<file path="src/rtl/rs_pipe_skid.sv">
// Elastic valid/ready pipeline built from DEPTH chained 2-entry skid-buffer relay stations.
// Every inter-stage signal, including ready, comes straight from a flop.
module rs_pipe_skid #(
  parameter int unsigned PAYLOAD_BITS = 32,
  parameter int unsigned DEPTH        = 2,
  parameter bit          RESET_DATA   = 1'b1,
  parameter int unsigned CNT_BITS     = $clog2(2 * DEPTH + 1)
) (
  input  logic                    ap_clk,
  input  logic                    ap_rst,
  input  logic [PAYLOAD_BITS-1:0] din,
  input  logic                    din_vld,
  output logic                    din_rdy,
  output logic [PAYLOAD_BITS-1:0] dout,
  output logic                    dout_vld,
  input  logic                    dout_rdy,
  output logic [CNT_BITS-1:0]     occupancy
);

  typedef enum logic [1:0] {
    ST_EMPTY = 2'd0,
    ST_ONE   = 2'd1,
    ST_FULL  = 2'd2
  } st_e;

  // Link k feeds station k; link DEPTH is the downstream port.
  logic [PAYLOAD_BITS-1:0] lnk_data [DEPTH+1];
  logic                    lnk_vld  [DEPTH+1];
  logic                    lnk_rdy  [DEPTH+1];
  logic [1:0]              st_cnt   [DEPTH];

  assign lnk_data[0]     = din;
  assign lnk_vld[0]      = din_vld;
  assign din_rdy         = lnk_rdy[0];
  assign dout            = lnk_data[DEPTH];
  assign dout_vld        = lnk_vld[DEPTH];
  assign lnk_rdy[DEPTH]  = dout_rdy;

  for (genvar k = 0; k < DEPTH; k++) begin : g_st
    st_e                     state;
    logic                    vld_q;
    logic                    rdy_reg;
    logic [PAYLOAD_BITS-1:0] main_q;
    logic [PAYLOAD_BITS-1:0] skid_q;
    logic                    acc;
    logic                    take;
    logic                    load_main;
    logic                    load_skid;

    assign acc  = lnk_vld[k] & rdy_reg;
    assign take = vld_q & lnk_rdy[k+1];

    assign load_main = ((state == ST_EMPTY) & acc) |
                       ((state == ST_ONE) & acc & take) |
                       ((state == ST_FULL) & take);
    assign load_skid = (state == ST_ONE) & acc & ~take;

    // Control: vld_q mirrors (state != EMPTY), rdy_reg mirrors (state != FULL) one edge ahead.
    always_ff @(posedge ap_clk) begin
      if (ap_rst) begin
        state   <= ST_EMPTY;
        vld_q   <= 1'b0;
        rdy_reg <= 1'b0;
      end else begin
        rdy_reg <= 1'b1;
        unique case (state)
          ST_EMPTY: begin
            if (acc) begin
              state <= ST_ONE;
              vld_q <= 1'b1;
            end
          end
          ST_ONE: begin
            if (acc && !take) begin
              state   <= ST_FULL;
              rdy_reg <= 1'b0;
            end else if (!acc && take) begin
              state <= ST_EMPTY;
              vld_q <= 1'b0;
            end
          end
          ST_FULL: begin
            if (take) state <= ST_ONE;
            else      rdy_reg <= 1'b0;
          end
          default: begin
            state <= ST_EMPTY;
            vld_q <= 1'b0;
          end
        endcase
      end
    end

    // Payload: skid drains into main when the full station is taken.
    always_ff @(posedge ap_clk) begin
      if (ap_rst) begin
        if (RESET_DATA) begin
          main_q <= '0;
          skid_q <= '0;
        end
      end else begin
        if (load_main) main_q <= (state == ST_FULL) ? skid_q : lnk_data[k];
        if (load_skid) skid_q <= lnk_data[k];
      end
    end

    assign lnk_vld[k+1]  = vld_q;
    assign lnk_data[k+1] = main_q;
    assign lnk_rdy[k]    = rdy_reg;
    assign st_cnt[k]     = (state == ST_FULL) ? 2'd2 :
                           (state == ST_ONE)  ? 2'd1 : 2'd0;
  end

  always_comb begin
    occupancy = '0;
    for (int unsigned k = 0; k < DEPTH; k++) begin
      occupancy = occupancy + CNT_BITS'(st_cnt[k]);
    end
  end

endmodule

</file>
<file path="config.mk">
export PLATFORM = sky130hd
export DESIGN_NAME = rs_pipe_skid
export DESIGN_NICKNAME = d
export VERILOG_FILES = /design/src/rtl/rs_pipe_skid.sv
export SDC_FILE = /design/constraint.sdc
export NUM_CORES = 1
export LEC_CHECK = 0
export CORE_MARGIN = 4
export CORE_UTILIZATION = 40
export CTS_BUF_LIST = sky130_fd_sc_hd__clkbuf_2
export DETAILED_ROUTE_END_ITERATION = 12
export PLACE_DENSITY = 0.71
export SYNTH_ARGS = -nofsm -noshare
export SYNTH_HDL_FRONTEND = slang
export SYNTH_SLANG_ARGS = --single-unit
</file>
<file path="constraint.sdc">
create_clock -name ap_clk -period 5.95 [get_ports ap_clk]
set_clock_uncertainty 0.1 [all_clocks]
set_input_delay 0.8925 -clock ap_clk [delete_from_list [all_inputs] [get_ports ap_clk]]
set_output_delay 0.8925 -clock ap_clk [all_outputs]
set_load 0.02 [all_outputs]
</file>
# --- Yosys cells after proc, flatten, opt, wreduce, memory -nomap -nowiden ---
# Index checks and enable logic that the tools add are counted.
totals:
  register_bits: 136
  input_bits: 36
  output_inout_bits: 37
  word_cells: 88
op_classes:
  n_addsub: 1
  n_eq_ne: 14
  n_mux: 29
  bitwise_logic: 21
  reduce_logical: 13
ops:
  columns: ["operator", "count"]
  rows:
  - ["32-bit 2-to-1 mux", 2]
  - ["2-bit 2-to-1 mux", 9]
  - ["1-bit bitwise AND", 13]
  - ["1-bit 2-to-1 mux", 12]
  - ["2-bit != test (second input constant)", 6]
  - ["2-bit case mux with 3 select lines", 2]
  - ["4-bit AND reduction", 2]
  - ["3-bit by 1-bit != test with 1-bit output (second input constant)", 2]
  - ["1-bit case mux with 3 select lines", 2]
  - ["3-bit AND reduction", 2]
  - ["2-bit by 1-bit == test with 1-bit output (second input constant)", 2]
  - ["2-bit == test (second input constant)", 2]
  - ["1-bit logical AND", 4]
  - ["2-bit logical NOT", 2]
  - ["2-bit by 1-bit != test with 1-bit output (second input constant)", 2]
  - ["1-bit inverter", 4]
  - ["1-bit OR", 4]
  - ["1-bit case mux with 2 select lines", 2]
  - ["2-bit by 2-bit adder with 3-bit output", 1]
  - ["1-bit logical NOT", 3]

# --- Longest topological paths before layout ---
# Gate-level depths: netlist of the first run.
logic_depth:
  depth_word: 6
  depth_mapped: 9
  depth_no_buf: 6

# --- Worst setup path after synthesis of the first run ---
# No wires, ideal clock.
synth_timing:
  kind: "flip-flop to output port"
  from: "register g_st[0].state[0]"
  to: "output occupancy[1]"
  arrival_time_ns: 1.298
  t_required_ns: 4.958
  path_slack_ns: 3.660
  stages_incl_launch_ff: 5
  n_path_buf: 0
  path_cell_list: "dfxtp_1 > inv_1 > ha_1 > ha_1 > xor2_1"
synth_between:
  elab_chain_cells: 4
  elab_cells_between_ends: 5
  classes_between: "add/sub (1); eq/ne (2); mux (2)"
synth_rtl:
  columns: ["item", "line_no", "text"]
  rows:
  - ["start, declared", "40", "st_e state;"]
  - ["start signal, assigned", "61", "state <= ST_EMPTY;"]
  - ["start signal, assigned", "69", "state <= ST_ONE;"]
  - ["start signal, assigned", "75", "state <= ST_FULL;"]
  - ["2-bit by 1-bit == test with 1-bit output", "111", "(state == ST_ONE) ? 2'd1 : 2'd0;"]
  - ["1-bit 2-to-1 mux", "111", null]
  - ["2-bit 2-to-1 mux *", "110", "assign st_cnt[k] = (state == ST_FULL) ? 2'd2 :"]
  - ["2-bit by 2-bit adder with 3-bit output *", "117", "occupancy = occupancy + CNT_BITS'(st_cnt[k]);"]
  - ["end, declared", "17", "output logic [CNT_BITS-1:0] occupancy"]
# Mark *: on every way between the ends. The rest lies on a longest branch, timed or not.

# --- Worst setup path in the final report of the first run ---
layout_timing:
  from: "register g_st[1].state[0]"
  to: "output occupancy[1]"
layout_between:
  elab_chain_cells: 4
  elab_cells_between_ends: 5
  classes_between: "add/sub (1); eq/ne (2); mux (2)"
layout_rtl:
  columns: ["item", "line_no"]
  rows:
  - ["start, declared", "40"]
  - ["start signal, assigned", "61"]
  - ["start signal, assigned", "69"]
  - ["start signal, assigned", "75"]
  - ["2-bit by 1-bit == test with 1-bit output", "111"]
  - ["1-bit 2-to-1 mux", "111"]
  - ["2-bit 2-to-1 mux *", "110"]
  - ["2-bit by 2-bit adder with 3-bit output *", "117"]
# Marked as above.

==> results.py, run 1 <==
metrics = {
    "sta": {
        "tightest_slew_ps": 1300,
        "min_period_over_period_pct": 58.2,
        "layout_min_cycle_time_ps": 3460,
        "finalHoldViolations": 0,
        "finalSetupViolations": 0,
        "rsz0062_at_grt": "false",
        "fin_hold_ws_ps": 346,
        "tns_ps": 0,
        "max_freq_ghz": 0.289,
        "finalWorstSetupSlack_ps": 2490,
        "max_slew_margin_pct": 13.5,
        "finalMaxSlewViolations": 0,
    },
    "final_layout": {
        "drive_gt1_share_pct": 14.8,
        "area_growth_pct": 16.6,
        "fin_nets": 738,
        "largest_reg_flops": 64,
        "fin_util_pct": 47.9,
        "largest_register": "g_st.skid_q",
    },
    "routing": {
        "drt_iter0_drc": 235,
        "route.antenna.remaining_nets": 0,
        "drc": 0,
        "num_vias": 4530,
        "wire_per_inst_um": 14.2,
        "viasPerCell": 5.10,
        "totalWireLength_um": 12600,
        "firstDrtPassIters": 4,
    },
    "yosys": {
        "ys_seq_area_share_pct": 45.4,
        "ys_async_sr_fraction_pct": 0,
        "synth_area_sq_um": 5990,
        "synthAdderAreaFrac_pct": 2.50,
        "synthXorXnorAreaFrac_pct": 0.438,
        "synth-main-ff-cell": "dfxtp_1",
        "yosys-top-cells-count": "nand2_1 (137), dfxtp_1 (136), nor2_1 (72)",
        "synth_top_area_share_pct": 45.4,
        "synthMuxAreaShare_pct": 11.4,
        "synth_edf_count": 0,
        "avgSynthCellArea_sq_um": 9.29,
        "syn_nets": 693,
        "synthCells": 645,
        "synth_top_family_by_area": "compound AO/OA/AOI/OAI gates",
        "synth-compound-area-share_pct": 20.9,
        "yosys-top-cells-area": "dfxtp_1 (45%), a211oi_2 (13%), mux2i_1 (11%), nand2_1 (8.6%), a21oi_1 (5.6%)",
        "synth_most_common_cell": "nand2_1",
        "yosysWarnings": 0,
        "synth-simple-area-share_pct": 14.3,
        "yosysUniqueCellTypes": 31,
        "synth_largest_area_cell": "dfxtp_1",
        "ys_seq_elements": 136,
    },
    "global_routing": {
        "grt_use_total_pct": 15.5,
        "grt_pass1_vias": 4577,
        "grt-ovfl-total": 0,
        "use_met1_pct": 18.5,
        "grt_start_max_net_pins": 85,
        "met2_usage_pct": 27.0,
        "grt_busiest_layer": "met2",
        "grt_use_met3_pct": 4.23,
        "antenna_found_initial": 1,
        "grt_pass1_wl_um": 20900,
    },
    "power": {
        "power_mw": 2.39,
        "sequentialPowerShare_pct": 46.0,
        "power.switching_uw": 832,
        "clockPowerShare_pct": 24.3,
        "power_density_nw_per_um2": 343,
        "power_frac_comb_pct": 29.6,
        "p_leak_nw": 2.15,
        "peakVddDrop_mv": 0.163,
        "p_int_mw": 1.56,
        "swShare_pct": 34.7,
    },
    "worst_setup_path": {
        "r2r_slack_ps": 3030,
        "cp_max_fo": 5,
        "reg2reg_depth": 8,
        "r2r_end": "g_st[0].main_q[6]",
        "critPathLaunchType": "flip-flop",
        "path_class": "flip-flop to output port",
        "critPathRequiredTime_ps": 4960,
        "crit_path_end_kind": "output port",
        "crit_arrival_ps": 2470,
        "r2r-start": "g_st[0].state[0]",
    },
    "hold_path": {
        "hp-start": "g_st[0].main_q[30]",
        "hold_depth": 2,
        "hold_class": "flip-flop to flip-flop",
        "min_to": "g_st[1].skid_q[30]",
    },
    "die": {
        "dieArea_sq_um": 17000,
        "start_util_pct": 41.1,
        "io_pins": 73,
        "die_y_um": 130,
        "core_sq_um": 14600,
        "die_w_um": 130,
        "fp-row-count": 44,
    },
    "clocking": {
        "cts_resized": 0,
        "clock_latency_ps": 680,
        "cts_hold_buf": 0,
        "cts_setup_buffers": 0,
        "htreeDepth": 4,
        "cts-root-buf": "clkbuf_2",
        "clock-sinks": 136,
        "clk_path_buf_depth": 2,
        "cts_tree": "yes",
        "clk_pin_slew_ps": 200,
        "cts_buffers": 17,
    },
    "placement": {
        "dpl_worst_slack_ps": 2420,
        "io_buffer_count": 72,
        "globalplace.congestion": 0.740,
        "place_hpwl_um": 8210,
    },
    "run_status": {
        "status": "complete, no violations",
    },
    "flow_run": {
        "maxCapViolCount": 0,
    },
}
## cells by family (layout without fill, tap and decap cells)
kind of cell / after synthesis / count (layout)
and+or+nand+nor: 222 / 222
AOI/OAI and AO/OA: 148 / 148
xor gates and xnor gates: 3 / 3
other: 0 / 1
adders and majority gates: 12 / 12
buffers and inverters: 56 / 114
muxes: 68 / 68
DFF: 136 / 136
## worst max-delay path by stage
stage	slack (ps)	to	from
after CTS	2380	occupancy[1]	g_st[1].state[0]
final	2490	occupancy[1]	g_st[1].state[0]
after detailed placement	2420	g_st[0].main_q[6]	din_vld
after global placement	2560	g_st[0].main_q[14]	din_vld
after floorplan	3660	occupancy[1]	g_st[0].state[0]
after global routing	2300	occupancy[1]	g_st[1].state[0]
## cell usage in the layout, fill, tap and decap left out, types with 2 or more instances in the layout
cell / netlist / layout
nand2_1: 137 / 137
dfxtp_1: 136 / 136
nor2_1: 72 / 71
clkdlybuf4s50_1: 0 / 71
mux2i_1: 68 / 68
a21oi_1: 67 / 67
a211oi_2: 60 / 60
clkbuf_2: 0 / 18
ha_1: 12 / 10
a211oi_1: 6 / 6
inv_1: 5 / 5
buf_4: 3 / 5
clkinv_4: 0 / 4
and2_1: 3 / 3
nand3_1: 3 / 3
o22ai_1: 3 / 3
nor3_1: 3 / 3
clkinvlp_4: 0 / 3
bufinv_16: 0 / 3
and3_1: 2 / 2
a22oi_1: 2 / 2
a31o_2: 2 / 2
o21ai_0: 2 / 2
xnor2_1: 2 / 2
a21boi_0: 2 / 2
ha_2: 0 / 2
inv_6: 0 / 2
## critical path, stage by stage, from the launching register on
cell             delay (ps)
dfxtp_1                 460
inv_1                   100
ha_2                    200
ha_1                    290
xor2_1                  130
clkdlybuf4s50_1         620
## stage by stage
step / instances / cell area [sq um]
6_report: 888 / 6990
5_1_grt: 888 / 6990
4_1_cts: 887 / 6990
3_5_place_dp: 855 / 6720
3_3_place_gp: 855 / 6720
2_1_floorplan: 645 / 5990
## area by class of cell
| type | instances | area (sq um) |
|---|---|---|
| Timing Repair Buffer | 77 | 759 |
| Inverter | 5 | 18.8 |
| Sequential cell | 136 | 2720 |
| Antenna cell | 1 | 2.50 |
| Clock inverter | 14 | 174 |
| Clock buffer | 18 | 90.1 |
| Multi-Input combinational cell | 453 | 2990 |
| Tap cell | 184 | 230 |
| Fill cell | 1369 | 7600 |
## power groups by stage
stage	logic (mW)	clock network, mW	registers [mW]
2_1_floorplan	0.495	0	1.15
3_3_place_gp	0.693	0	1.12
3_5_place_dp	0.715	0	1.12
4_1_cts	0.719	0.604	1.10
5_1_grt	0.788	0.644	1.12
6_report	0.710	0.583	1.10
## routing by layer
layer  share of wire (%)  vias to the layer above
met4                 1.1                        0
met2                  51                       90
met3                 4.5                       10
li1                    -                     2303
met5                   0                        -
met1                  44                     2127
Note: power is estimated with default switching activity, not from simulation.
==> run 2, diff against run 1 <==
Settings changed: PLACE_DENSITY 0.71 to 0.73.
Clock period 5.95 ns to 2.9 ns, I/O delays scaled along.
==> run 2 against run 1 <==
  * Combinational power is 110% higher
  * Via count is 2.0% higher
  * Sequential power is 110% higher
  * Wire length is 2.4% higher
  * Worst hold slack worse by 260 ps
  * Register-to-register slack worse by 2600 ps
  * Count of clock-buffer cells in the layout is 1 higher
  * Global-route usage is 0.23 points higher
  * Clock power is 140% higher
==> results.py, run 2 (synthesis gave the netlist of run 1 again) <==
metrics = {
    "die": {
        "die_w_um": 130,
        "dieArea_sq_um": 17000,
        "io_pins": 73,
        "die_y_um": 130,
        "core_sq_um": 14600,
        "start_util_pct": 41.1,
        "fp-row-count": 44,
    },
    "worst_setup_path": {
        "cp_max_fo": 5,
        "critPathRequiredTime_ps": 2370,
        "crit_arrival_ps": 2190,
        "cp_cell_sequence": "inv_1, ha_2, ha_1, xor2_1, dlygate4sd2_1",
        "critical-path-max-stage-delay_ps": 450,
        "critPathSlowestCell": "dfxtp_1",
        "cp.buffers_inverters": 2,
        "path_class": "flip-flop to output port",
        "path_depth": 5,
        "reg2reg_depth": 7,
        "critPathTopFamily": "adder cells",
        "crit_path_end_kind": "output port",
        "critPathLaunchType": "flip-flop",
    },
    "clocking": {
        "htreeDepth": 4,
        "clk_pin_slew_ps": 190,
        "cts_buffers": 17,
        "cts_setup_buffers": 0,
        "cts_hold_buf": 0,
        "cts-root-buf": "clkbuf_2",
        "clk_path_buf_depth": 2,
        "clock-sinks": 136,
        "cts_tree": "yes",
        "clock_latency_ps": 650,
    },
    "final_layout": {
        "fin_nets": 744,
        "stdcell_count": 893,
        "drive_gt1_share_pct": 15.9,
        "final_cell_mix": "nand2_1 (137), dfxtp_1 (134), nor2_1 (71)",
        "area_growth_pct": 18.9,
        "fill_cells": 1321,
        "diodes": 0,
        "final_common_cell": "nand2_1",
        "largest_reg_flops": 64,
        "largest_register": "g_st.skid_q",
        "fin_util_pct": 48.8,
    },
    "sta": {
        "min_period_over_period_pct": 93.9,
        "tightest_slew_ps": 1180,
        "tns_ps": 0,
        "rsz0062_at_grt": "false",
        "finalSetupViolations": 0,
        "layout_min_cycle_time_ps": 2720,
        "finalHoldViolations": 0,
        "max_freq_ghz": 0.367,
        "max_slew_margin_pct": 21.4,
        "finalMaxSlewViolations": 0,
        "finalWorstSetupSlack_ps": 178,
    },
    "routing": {
        "num_vias": 4622,
        "route.antenna.remaining_nets": 0,
        "drc": 0,
        "firstDrtPassIters": 4,
        "drt_iter0_drc": 251,
        "wire_per_inst_um": 14.5,
        "viasPerCell": 5.18,
        "totalWireLength_um": 12900,
    },
    "power": {
        "p_leak_nw": 2.24,
        "power_mw": 5.17,
        "power_density_nw_per_um2": 726,
        "peakVddDrop_mv": 0.294,
    },
    "placement": {
        "place_hpwl_um": 8780,
        "dpl_worst_slack_ps": 244,
        "globalplace.congestion": 0.795,
        "io_buffer_count": 72,
        "dp.cells": 861,
    },
    "hold_path": {
        "hold_depth": 2,
        "hold_class": "primary input to flip-flop",
    },
    "run_status": {
        "status": "complete, no violations",
    },
    "flow_run": {
        "maxCapViolCount": 0,
    },
    "global_routing": {
        "grt_start_max_net_pins": 65,
        "grt_pass1_vias": 4615,
        "grt-ovfl-total": 0,
        "grt_pass1_wl_um": 21400,
        "grt_use_total_pct": 15.7,
        "antenna_found_initial": 0,
    },
}
run 2: cell types whose count changed in the layout (fill, tap and decap cells not counted), sizes merged:
cell / change
buf: +6
clkbuf: +1
clkinv: -1
inv: -1
bufinv: +3
dlygate4sd2: +2
diode: -1
clkdlybuf4s50: -2
clkinvlp: -2
run 2: cell type report:
type | instances | area, sq um | area share, %
Multi-Input combinational cell | 453 | 2990 | 42.0
Clock inverter | 13 | 225 | 3.16
Sequential cell | 136 | 2730 | 38.2
Inverter | 5 | 18.8 | 0.263
Tap cell | 184 | 230 | 3.23
Clock buffer | 19 | 95.1 | 1.33
Timing Repair Buffer | 83 | 840 | 11.8
run 2: repair_timing:
action | 4_1_cts | 5_1_grt
cloned | 0 | 0
endpoints found under the setup margin | 2 | 1
resized for setup | 3 | 1
run 2: metrics by stage:
stage / hold WS, ps / area, sq um
after global routing: 19.9 / 7130
after CTS: 0.523 / 7120
after global placement: 341 / 6810
after detailed placement: 346 / 6810
final: 88.2 / 7130
after floorplan: 336 / 5990
run 2: worst reg2reg max path, cell delays in order, from the launching register on:
cell and delay [ps]:
dfxtp_2 390, inv_1 130, ha_1 290, nand3_1 240, o211ai_4 720, buf_12 260, nor2_1 70, a211oi_1 220
run 2: where the power goes:
group	leakage (nW)	total (mW)	switching (mW)	internal (mW)
logic	0.945	1.49	0.855	0.637
registers	1.10	2.27	0.165	2.10
clock network	0.188	1.41	0.668	0.744
run 2: path summary, 6_finish.rpt:
path                        end          startpoint  slack, ps
max                occupancy[1]    g_st[1].state[0]        180
min reg2reg  g_st[1].skid_q[27]  g_st[1].skid_q[27]        370
min                     din_rdy              ap_rst         90
max reg2reg  g_st[0].main_q[18]    g_st[0].state[1]        420
run 2: routing by layer:
layer / share of wire [%] / GRT usage, % / up-vias
met5: 0 / 0 / -
met4: 1.4 / 6.05 / 0
met3: 4.8 / 3.94 / 17
met2: 51 / 27.3 / 106
met1: 43 / 18.8 / 2185
li1: - / - / 2314
